===== src/rtl/dmem_arbiter_if.sv =====
// dmem_arbiter_if: bundles the two requester ports, the byte-wide data-memory
// port and the busy flag of dmem_arbiter.
//   pN_req/we/size/addr/wdata : requester N command (N = 0,1)
//   pN_ack/err/rdata          : requester N one-cycle completion response
//   mem_en/we/addr/wdata      : byte memory command, mem_rdata one cycle later
//   busy                      : arbiter not idle
// Modports: slave = arbiter view, master = requester/memory environment view.
interface dmem_arbiter_if;
  logic        p0_req;
  logic        p0_we;
  logic [1:0]  p0_size;
  logic [31:0] p0_addr;
  logic [31:0] p0_wdata;
  logic        p0_ack;
  logic        p0_err;
  logic [31:0] p0_rdata;

  logic        p1_req;
  logic        p1_we;
  logic [1:0]  p1_size;
  logic [31:0] p1_addr;
  logic [31:0] p1_wdata;
  logic        p1_ack;
  logic        p1_err;
  logic [31:0] p1_rdata;

  logic        mem_en;
  logic        mem_we;
  logic [5:0]  mem_addr;
  logic [7:0]  mem_wdata;
  logic [7:0]  mem_rdata;
  logic        busy;

  modport slave (
    input  p0_req, p0_we, p0_size, p0_addr, p0_wdata,
    input  p1_req, p1_we, p1_size, p1_addr, p1_wdata,
    input  mem_rdata,
    output p0_ack, p0_err, p0_rdata,
    output p1_ack, p1_err, p1_rdata,
    output mem_en, mem_we, mem_addr, mem_wdata, busy
  );

  modport master (
    output p0_req, p0_we, p0_size, p0_addr, p0_wdata,
    output p1_req, p1_we, p1_size, p1_addr, p1_wdata,
    output mem_rdata,
    input  p0_ack, p0_err, p0_rdata,
    input  p1_ack, p1_err, p1_rdata,
    input  mem_en, mem_we, mem_addr, mem_wdata, busy
  );
endinterface


===== src/rtl/dmem_arbiter.sv =====
// dmem_arbiter: round-robin arbiter between two requesters sharing a byte-wide
// data memory. Byte/half/word accesses are serialised big-endian, one byte per
// cycle; out-of-range or illegal-size accesses are answered with err, no access.
//   clk  : clock, rising edge
//   rst  : asynchronous active-high reset
//   bus  : dmem_arbiter_if.slave (requester ports, memory port, busy)
// Parameters: OFFSET_ADDR = bus address of memory byte 0, DEPTH = bytes.
module dmem_arbiter #(
  parameter int unsigned OFFSET_ADDR = 1000,
  parameter int unsigned DEPTH       = 64
) (
  input logic           clk,
  input logic           rst,
  dmem_arbiter_if.slave bus
);

  typedef enum logic [1:0] {IDLE, XFER, LAST, RESP} state_t;

  state_t      state_q, state_d;
  logic        last_q, last_d;      // 1 = port 1 granted last
  logic        gnt_q, gnt_d;
  logic        we_q, we_d;
  logic [1:0]  cnt_q, cnt_d;        // bytes still to issue after the current one
  logic [31:0] wsh_q, wsh_d;        // remaining write bytes, left-aligned
  logic [31:0] acc_q, acc_d;
  logic        rd_pend_q, rd_pend_d;
  logic        mem_en_q, mem_en_d;
  logic        mem_we_q, mem_we_d;
  logic [5:0]  mem_addr_q, mem_addr_d;
  logic [7:0]  mem_wdata_q, mem_wdata_d;
  logic        ack0_q, ack0_d, ack1_q, ack1_d;
  logic        err0_q, err0_d, err1_q, err1_d;
  logic [31:0] rdata_q, rdata_d;
  logic        busy_q, busy_d;

  // Request selection and decode for the IDLE grant
  logic        sel, sel_we, sel_err, go_resp, resp_err;
  logic [1:0]  sel_size;
  logic [31:0] sel_addr, sel_wdata, local_addr, aligned;
  logic [2:0]  n;

  always_comb begin
    sel       = (bus.p0_req && bus.p1_req) ? ~last_q : bus.p1_req;
    sel_we    = sel ? bus.p1_we    : bus.p0_we;
    sel_size  = sel ? bus.p1_size  : bus.p0_size;
    sel_addr  = sel ? bus.p1_addr  : bus.p0_addr;
    sel_wdata = sel ? bus.p1_wdata : bus.p0_wdata;
    case (sel_size)
      2'd0:    begin n = 3'd1; aligned = {sel_wdata[7:0], 24'h0};  end
      2'd1:    begin n = 3'd2; aligned = {sel_wdata[15:0], 16'h0}; end
      default: begin n = 3'd4; aligned = sel_wdata;                end
    endcase
    local_addr = sel_addr - 32'(OFFSET_ADDR);
    // local_addr[31] catches underflow; below 2^31 the +n-1 cannot wrap
    sel_err = (sel_size == 2'd3) || local_addr[31] ||
              ((local_addr + 32'(n) - 32'd1) >= 32'(DEPTH));
  end

  always_comb begin
    state_d     = state_q;
    last_d      = last_q;
    gnt_d       = gnt_q;
    we_d        = we_q;
    cnt_d       = cnt_q;
    wsh_d       = wsh_q;
    acc_d       = rd_pend_q ? {acc_q[23:0], bus.mem_rdata} : acc_q;
    rd_pend_d   = mem_en_q & ~mem_we_q;
    mem_en_d    = mem_en_q;
    mem_we_d    = mem_we_q;
    mem_addr_d  = mem_addr_q;
    mem_wdata_d = mem_wdata_q;
    rdata_d     = rdata_q;
    go_resp     = 1'b0;
    resp_err    = 1'b0;

    case (state_q)
      IDLE: begin
        if (bus.p0_req || bus.p1_req) begin
          gnt_d   = sel;
          last_d  = sel;
          we_d    = sel_we;
          acc_d   = '0;
          rdata_d = '0;
          if (sel_err) begin
            state_d  = RESP;
            go_resp  = 1'b1;
            resp_err = 1'b1;
          end else begin
            state_d     = XFER;
            mem_en_d    = 1'b1;
            mem_we_d    = sel_we;
            mem_addr_d  = local_addr[5:0];
            mem_wdata_d = aligned[31:24];
            wsh_d       = {aligned[23:0], 8'h0};
            cnt_d       = 2'(n - 3'd1);
          end
        end
      end
      XFER: begin
        if (cnt_q == 2'd0) begin
          mem_en_d = 1'b0;
          mem_we_d = 1'b0;
          if (we_q) begin
            state_d = RESP;
            go_resp = 1'b1;
          end else begin
            state_d = LAST;
          end
        end else begin
          cnt_d       = cnt_q - 2'd1;
          mem_addr_d  = mem_addr_q + 6'd1;
          mem_wdata_d = wsh_q[31:24];
          wsh_d       = {wsh_q[23:0], 8'h0};
        end
      end
      LAST: begin
        // final read byte arrives now; publish the completed accumulator
        state_d = RESP;
        go_resp = 1'b1;
        rdata_d = acc_d;
      end
      default: state_d = IDLE;
    endcase

    ack0_d = go_resp & ~gnt_d;
    ack1_d = go_resp &  gnt_d;
    err0_d = go_resp & ~gnt_d & resp_err;
    err1_d = go_resp &  gnt_d & resp_err;
    busy_d = (state_d != IDLE);
  end

  always_ff @(posedge clk or posedge rst) begin
    if (rst) begin
      state_q     <= IDLE;
      last_q      <= 1'b1;
      gnt_q       <= 1'b0;
      we_q        <= 1'b0;
      cnt_q       <= '0;
      wsh_q       <= '0;
      acc_q       <= '0;
      rd_pend_q   <= 1'b0;
      mem_en_q    <= 1'b0;
      mem_we_q    <= 1'b0;
      mem_addr_q  <= '0;
      mem_wdata_q <= '0;
      ack0_q      <= 1'b0;
      ack1_q      <= 1'b0;
      err0_q      <= 1'b0;
      err1_q      <= 1'b0;
      rdata_q     <= '0;
      busy_q      <= 1'b0;
    end else begin
      state_q     <= state_d;
      last_q      <= last_d;
      gnt_q       <= gnt_d;
      we_q        <= we_d;
      cnt_q       <= cnt_d;
      wsh_q       <= wsh_d;
      acc_q       <= acc_d;
      rd_pend_q   <= rd_pend_d;
      mem_en_q    <= mem_en_d;
      mem_we_q    <= mem_we_d;
      mem_addr_q  <= mem_addr_d;
      mem_wdata_q <= mem_wdata_d;
      ack0_q      <= ack0_d;
      ack1_q      <= ack1_d;
      err0_q      <= err0_d;
      err1_q      <= err1_d;
      rdata_q     <= rdata_d;
      busy_q      <= busy_d;
    end
  end

  assign bus.p0_ack    = ack0_q;
  assign bus.p1_ack    = ack1_q;
  assign bus.p0_err    = err0_q;
  assign bus.p1_err    = err1_q;
  assign bus.p0_rdata  = rdata_q;
  assign bus.p1_rdata  = rdata_q;
  assign bus.mem_en    = mem_en_q;
  assign bus.mem_we    = mem_we_q;
  assign bus.mem_addr  = mem_addr_q;
  assign bus.mem_wdata = mem_wdata_q;
  assign bus.busy      = busy_q;

endmodule

===== src/flat_wrapper.sv =====
// flat-port wrapper written by rule: the top's interface ports become plain ports
module dmem_arbiter_flat 
#(
  parameter int unsigned OFFSET_ADDR = 1000,
  parameter int unsigned DEPTH       = 64
)
  (clk, rst, bus_p0_req, bus_p0_we, bus_p0_size, bus_p0_addr, bus_p0_wdata, bus_p1_req, bus_p1_we, bus_p1_size, bus_p1_addr, bus_p1_wdata, bus_mem_rdata, bus_p0_ack, bus_p0_err, bus_p0_rdata, bus_p1_ack, bus_p1_err, bus_p1_rdata, bus_mem_en, bus_mem_we, bus_mem_addr, bus_mem_wdata, bus_busy);
  dmem_arbiter_if bus_i ();
  input logic clk;
  input logic rst;
  input wire logic [$bits(bus_i.p0_req)-1:0] bus_p0_req;
  input wire logic [$bits(bus_i.p0_we)-1:0] bus_p0_we;
  input wire logic [$bits(bus_i.p0_size)-1:0] bus_p0_size;
  input wire logic [$bits(bus_i.p0_addr)-1:0] bus_p0_addr;
  input wire logic [$bits(bus_i.p0_wdata)-1:0] bus_p0_wdata;
  input wire logic [$bits(bus_i.p1_req)-1:0] bus_p1_req;
  input wire logic [$bits(bus_i.p1_we)-1:0] bus_p1_we;
  input wire logic [$bits(bus_i.p1_size)-1:0] bus_p1_size;
  input wire logic [$bits(bus_i.p1_addr)-1:0] bus_p1_addr;
  input wire logic [$bits(bus_i.p1_wdata)-1:0] bus_p1_wdata;
  input wire logic [$bits(bus_i.mem_rdata)-1:0] bus_mem_rdata;
  output wire logic [$bits(bus_i.p0_ack)-1:0] bus_p0_ack;
  output wire logic [$bits(bus_i.p0_err)-1:0] bus_p0_err;
  output wire logic [$bits(bus_i.p0_rdata)-1:0] bus_p0_rdata;
  output wire logic [$bits(bus_i.p1_ack)-1:0] bus_p1_ack;
  output wire logic [$bits(bus_i.p1_err)-1:0] bus_p1_err;
  output wire logic [$bits(bus_i.p1_rdata)-1:0] bus_p1_rdata;
  output wire logic [$bits(bus_i.mem_en)-1:0] bus_mem_en;
  output wire logic [$bits(bus_i.mem_we)-1:0] bus_mem_we;
  output wire logic [$bits(bus_i.mem_addr)-1:0] bus_mem_addr;
  output wire logic [$bits(bus_i.mem_wdata)-1:0] bus_mem_wdata;
  output wire logic [$bits(bus_i.busy)-1:0] bus_busy;
  assign bus_i.p0_req = bus_p0_req;
  assign bus_i.p0_we = bus_p0_we;
  assign bus_i.p0_size = bus_p0_size;
  assign bus_i.p0_addr = bus_p0_addr;
  assign bus_i.p0_wdata = bus_p0_wdata;
  assign bus_i.p1_req = bus_p1_req;
  assign bus_i.p1_we = bus_p1_we;
  assign bus_i.p1_size = bus_p1_size;
  assign bus_i.p1_addr = bus_p1_addr;
  assign bus_i.p1_wdata = bus_p1_wdata;
  assign bus_i.mem_rdata = bus_mem_rdata;
  assign bus_p0_ack = bus_i.p0_ack;
  assign bus_p0_err = bus_i.p0_err;
  assign bus_p0_rdata = bus_i.p0_rdata;
  assign bus_p1_ack = bus_i.p1_ack;
  assign bus_p1_err = bus_i.p1_err;
  assign bus_p1_rdata = bus_i.p1_rdata;
  assign bus_mem_en = bus_i.mem_en;
  assign bus_mem_we = bus_i.mem_we;
  assign bus_mem_addr = bus_i.mem_addr;
  assign bus_mem_wdata = bus_i.mem_wdata;
  assign bus_busy = bus_i.busy;
  dmem_arbiter #(.OFFSET_ADDR(OFFSET_ADDR), .DEPTH(DEPTH)) u_core (.clk(clk), .rst(rst), .bus(bus_i));
endmodule

===== config.mk =====
export PLATFORM = sky130hd
export DESIGN_NAME = dmem_arbiter_flat
export DESIGN_NICKNAME = d
export VERILOG_FILES = /design/src/rtl/dmem_arbiter_if.sv /design/src/rtl/dmem_arbiter.sv /design/src/flat_wrapper.sv
export SDC_FILE = /design/constraint.sdc
export NUM_CORES = 1
export LEC_CHECK = 0
export CORE_ASPECT_RATIO = 1.1
export CORE_MARGIN = 2
export CORE_UTILIZATION = 47
export CTS_BUF_LIST = sky130_fd_sc_hd__clkbuf_8
export DETAILED_ROUTE_END_ITERATION = 7
export PLACE_DENSITY = 0.78
export SKIP_LAST_GASP = 1
export SYNTH_ARGS = -nofsm -noshare
export SYNTH_HDL_FRONTEND = slang
export SYNTH_SLANG_ARGS = --single-unit

===== constraint.sdc =====
create_clock -name clk -period 7.1 [get_ports clk]
set_input_delay 0.71 -clock clk [delete_from_list [all_inputs] [get_ports clk]]
set_output_delay 0.71 -clock clk [all_outputs]
set_load 0.005 [all_outputs]

==> metrics <==
outcome=finished clean; area of placed instances=0.01173 mm^2; worst vdd rail ir drop=0.0001838 V; Initial Util=47.54%; Finish-stage setup viols=0; switching part of the total power=42.53%; cell with the largest stage delay on the worst path=sky130_fd_sc_hd__clkdlybuf4s50_1; worst r2r path cells=27; growth of design area from synthesis to finish=29.55%; flops & latches, synth=117; initial antenna violation count=0; aggregate global routing overflow=0; max-cap violation count=0; Async S/R FF share, synth=100.0%; root buffer cell=sky130_fd_sc_hd__clkbuf_8; share of synthesized area occupied by flip-flops and latches=31.23%; commonest non-fill, non-tap cells in the layout=sky130_fd_sc_hd__clkdlybuf4s50_1, sky130_fd_sc_hd__nor2_1, sky130_fd_sc_hd__dfrtp_1, sky130_fd_sc_hd__mux2i_1, sky130_fd_sc_hd__nand2_1; remaining max-slew budget at the tightest pin=17.08%; Clock Sink Count=117; Detail Placement HPWL=21.05 mm; Tcrit/Tclk final=91.99%; level count of the clock H-tree=4; insertion delay to the later sink of the worst-skew pair=0.44 ns; Worst setup EP type=flip-flop; count of flip-flops with a built-in enable after synthesis=0; PnR Total Power=3314 uW; FF-to-FF setup slack=1.01 ns; largest driver fanout on the critical path=16; Yosys warning count=0; worst r2r src=u_core.last_q; I/O pin cnt=231; post-CTS setup buffer count=0; final design area excluding fillers=0.01215 mm^2; count of final hold-check violations=0; required time of the critical path=7.42 ns; GRT Total Usage=25.58%; number of remaining DRC errors=0; top cell family by delay on the critical path=compound AO/OA/AOI/OAI gates; switching power summed over all nets=1410 uW; Power per Cell Area=272.8 mW/mm^2; setup repair after global routing missed its margin=false; Slew @ Worst Pin=1.237 ns; cell-internal power=1905 uW; drt initial violations=562; worst-case clock buffer depth=2; peak clock frequency supported by timing=0.1531 GHz; syn_nets=1292; full die area=0.02110 mm^2; Seq. cell area=0.002930 mm^2; number of global-route vias before repair=8934; drt pass-1 iters=5; crit path time final=6.532 ns; total number of vias=9039; total number of nets in the final design=1479; pin count of the biggest net entering global routing=68; mean area per synthesized cell=8.450 um^2; end of the worst register-to-register path=u_core.bus.mem_addr[1]; Reg clk slew, reported paths=0.08 ns; footprint of the multi-input gates=0.005728 mm^2; final estimated routing congestion in global placement=0.9566; Filler Cells Inserted=1745; static leakage power=0.005197 uW; Mapped Cells=1110; clock tree from TritonCTS=done; port buffer count=230; crit path launch type=primary input; detail-routed net length per standard cell=17.26 um; horizontal die dimension=138.7 um; vias per std cell=5.787; area of the core region=0.01973 mm^2; Critical Path Stages=28; Antenna Diode Count=0; number of instances in the placed design=1530; CP max stage delay=0.55 ns; Setup TNS=0 ns; most common cell after layout, fill and taps aside=sky130_fd_sc_hd__clkdlybuf4s50_1; first-pass GRT wire length=44.66 mm; chip height=152.2 um; layout cells sized above 1=8.015%; fin cells=1562; clock buffers created by TritonCTS=17; cell area after technology mapping=0.009379 mm^2; Layout Skew=0.01285 ns; post-layout util=61.59%; last element of the critical path=u_core.bus.mem_addr[1]; relative contribution of combinational cells to total power=53.2%; power share of the sequential group=27.7%; type of the tightest min-delay check=flip-flop to flip-flop; Final Max Tran Viols=0; worst setup path category=primary input to flip-flop; Buf+Inv Stages, Crit Path=3; WL final=26.96 mm; distinct cell type count of the synthesized netlist=88; number of nets still failing antenna checks after routing=0; clock group share of total power=19.1%; startpoint of the most critical setup path=bus_p0_req; critical path arrival=6.85 ns; flip-flop cell with the highest count after synthesis=sky130_fd_sc_hd__dfrtp_1; FP Rows=54
==> layer usage <==
metal  vias up  wire (um)  track usage [%]
li1       4375          -                -
met1      4298      11540            33.17
met2       324      13140            43.80
met3        42       1685            4.305
met4         0        588            8.225
met5         -          0                0
==> worst register-to-register path, stage by stage (launching register included) <==
cell and delay, ns:
sky130_fd_sc_hd__dfstp_2 0.59, sky130_fd_sc_hd__a21boi_4 0.08, sky130_fd_sc_hd__nand2_1 0.07, sky130_fd_sc_hd__nand2_1 0.10
sky130_fd_sc_hd__inv_1 0.10, sky130_fd_sc_hd__ha_1 0.23, sky130_fd_sc_hd__nor2b_1 0.08, sky130_fd_sc_hd__mux2i_2 0.34
sky130_fd_sc_hd__o32a_1 0.27, sky130_fd_sc_hd__nand2b_1 0.14, sky130_fd_sc_hd__or3_1 0.40, sky130_fd_sc_hd__xor2_1 0.14
sky130_fd_sc_hd__nor2_1 0.05, sky130_fd_sc_hd__or2_2 0.31, sky130_fd_sc_hd__inv_1 0.06, sky130_fd_sc_hd__ha_1 0.24
sky130_fd_sc_hd__a21o_1 0.22, sky130_fd_sc_hd__a21o_1 0.18, sky130_fd_sc_hd__a21oi_1 0.18, sky130_fd_sc_hd__o21ai_0 0.14
sky130_fd_sc_hd__xnor2_1 0.15, sky130_fd_sc_hd__o311ai_0 0.14, sky130_fd_sc_hd__a31oi_1 0.23, sky130_fd_sc_hd__or2_1 0.13
sky130_fd_sc_hd__nand4_1 0.09, sky130_fd_sc_hd__or3_4 0.36, sky130_fd_sc_hd__a211o_1 0.53, sky130_fd_sc_hd__a221o_1 0.44
==> stage by stage <==
stage	setup WS, ns	hold WS, ns
floorplan	0.03121	0.4469
global placement	0.2022	0.4507
detailed placement	0.008268	0.4618
CTS	0.4426	0.4621
global route	0.01901	0.4743
finish	0.5684	0.4616
==> flip-flops by register name, summed over array words and instances, names as in the netlist <==
| signal | flops |
|---|---|
| u_core.last_q | 1 |
| u_core.bus.mem_wdata | 8 |
| u_core.bus.p0_ack | 1 |
| u_core.bus.mem_we | 1 |
| u_core.cnt_q | 2 |
| u_core.gnt_q | 1 |
| u_core.bus.p0_err | 1 |
| u_core.bus.busy | 1 |
| u_core.acc_q | 32 |
| u_core.wsh_q | 24 |
| u_core.bus.p1_ack | 1 |
| u_core.bus.p1_err | 1 |
| u_core.state_q | 2 |
| u_core.bus.mem_en | 1 |
| u_core.rd_pend_q | 1 |
| u_core.bus.p0_rdata | 32 |
| u_core.we_q | 1 |
| u_core.bus.mem_addr | 6 |
==> worst min-delay path by stage <==
stage | from | to | slack (ns) | depth (start not counted)
floorplan | u_core.bus.mem_we | u_core.rd_pend_q | 0.45 | 1
global placement | u_core.bus.mem_we | u_core.rd_pend_q | 0.45 | 1
detailed placement | u_core.bus.mem_we | u_core.rd_pend_q | 0.46 | 1
CTS | u_core.bus.mem_we | u_core.rd_pend_q | 0.46 | 1
global route | u_core.bus.mem_we | u_core.rd_pend_q | 0.47 | 1
finish | u_core.bus.mem_we | u_core.rd_pend_q | 0.46 | 1
==> timing repair <==
action / CTS / global route
setup endpoints to repair: 0 / 41
hold buffers: 0 / 0
resized for setup: 0 / 3
==> power by group through the flow <==
stage,combinational (uW),sequential [uW],clock [uW]
final,1760,917,634
after global routing,1940,932,675
after CTS,1750,916,639
after detailed placement,1740,925,0
after global placement,1720,921,0
after floorplan,1200,888,0
==> synthesized netlist by cell type, drive strengths merged (5+ instances only) <==
master / instances / share of area [%]
a211oi: 8 / 0.75
a21boi: 10 / 0.84
a21o: 12 / 0.96
a21oi: 68 / 3.6
a221o: 9 / 0.96
a22oi: 12 / 0.96
a31oi: 11 / 0.73
and3: 5 / 0.33
and4: 5 / 0.48
buf: 55 / 4.1
clkbuf: 39 / 1.6
dfrtp: 116 / 31
ha: 35 / 4.7
inv: 58 / 2.3
mux2: 6 / 0.80
mux2i: 98 / 11
nand2: 78 / 3.1
nand2b: 9 / 0.60
nand3: 58 / 3.1
nand4: 7 / 0.47
nor2: 119 / 4.8
nor2b: 10 / 0.67
nor3: 25 / 1.4
nor4: 12 / 0.87
o211ai: 13 / 1.0
o21ai: 68 / 3.7
o22ai: 20 / 1.3
o2bb2ai: 8 / 0.75
or2: 5 / 0.33
or3: 15 / 1.1
or4: 5 / 0.40
xnor2: 26 / 2.5
xor2: 18 / 2.0
==> cells by family after synthesis <==
kind of cell | Yosys count | synth area share [%]
buf+inv | 152 | 7.978
fa+ha+maj | 36 | 4.883
xor+xnor | 44 | 4.469
flops | 117 | 31.23
compound gates | 287 | 20.86
simple gates | 370 | 18.97
mux | 104 | 11.61
==> cell type report <==
| type | count | share of cell area, % |
|---|---|---|
| Multi-Input combinational cell | 841 | 47.14 |
| Clock buffer | 18 | 2.039 |
| Tap cell | 252 | 2.595 |
| Timing Repair Buffer | 262 | 20.92 |
| Clock inverter | 14 | 1.370 |
| Sequential cell | 117 | 24.12 |
| Inverter | 58 | 1.812 |
No activity file was read; power rests on OpenSTA's default activity.
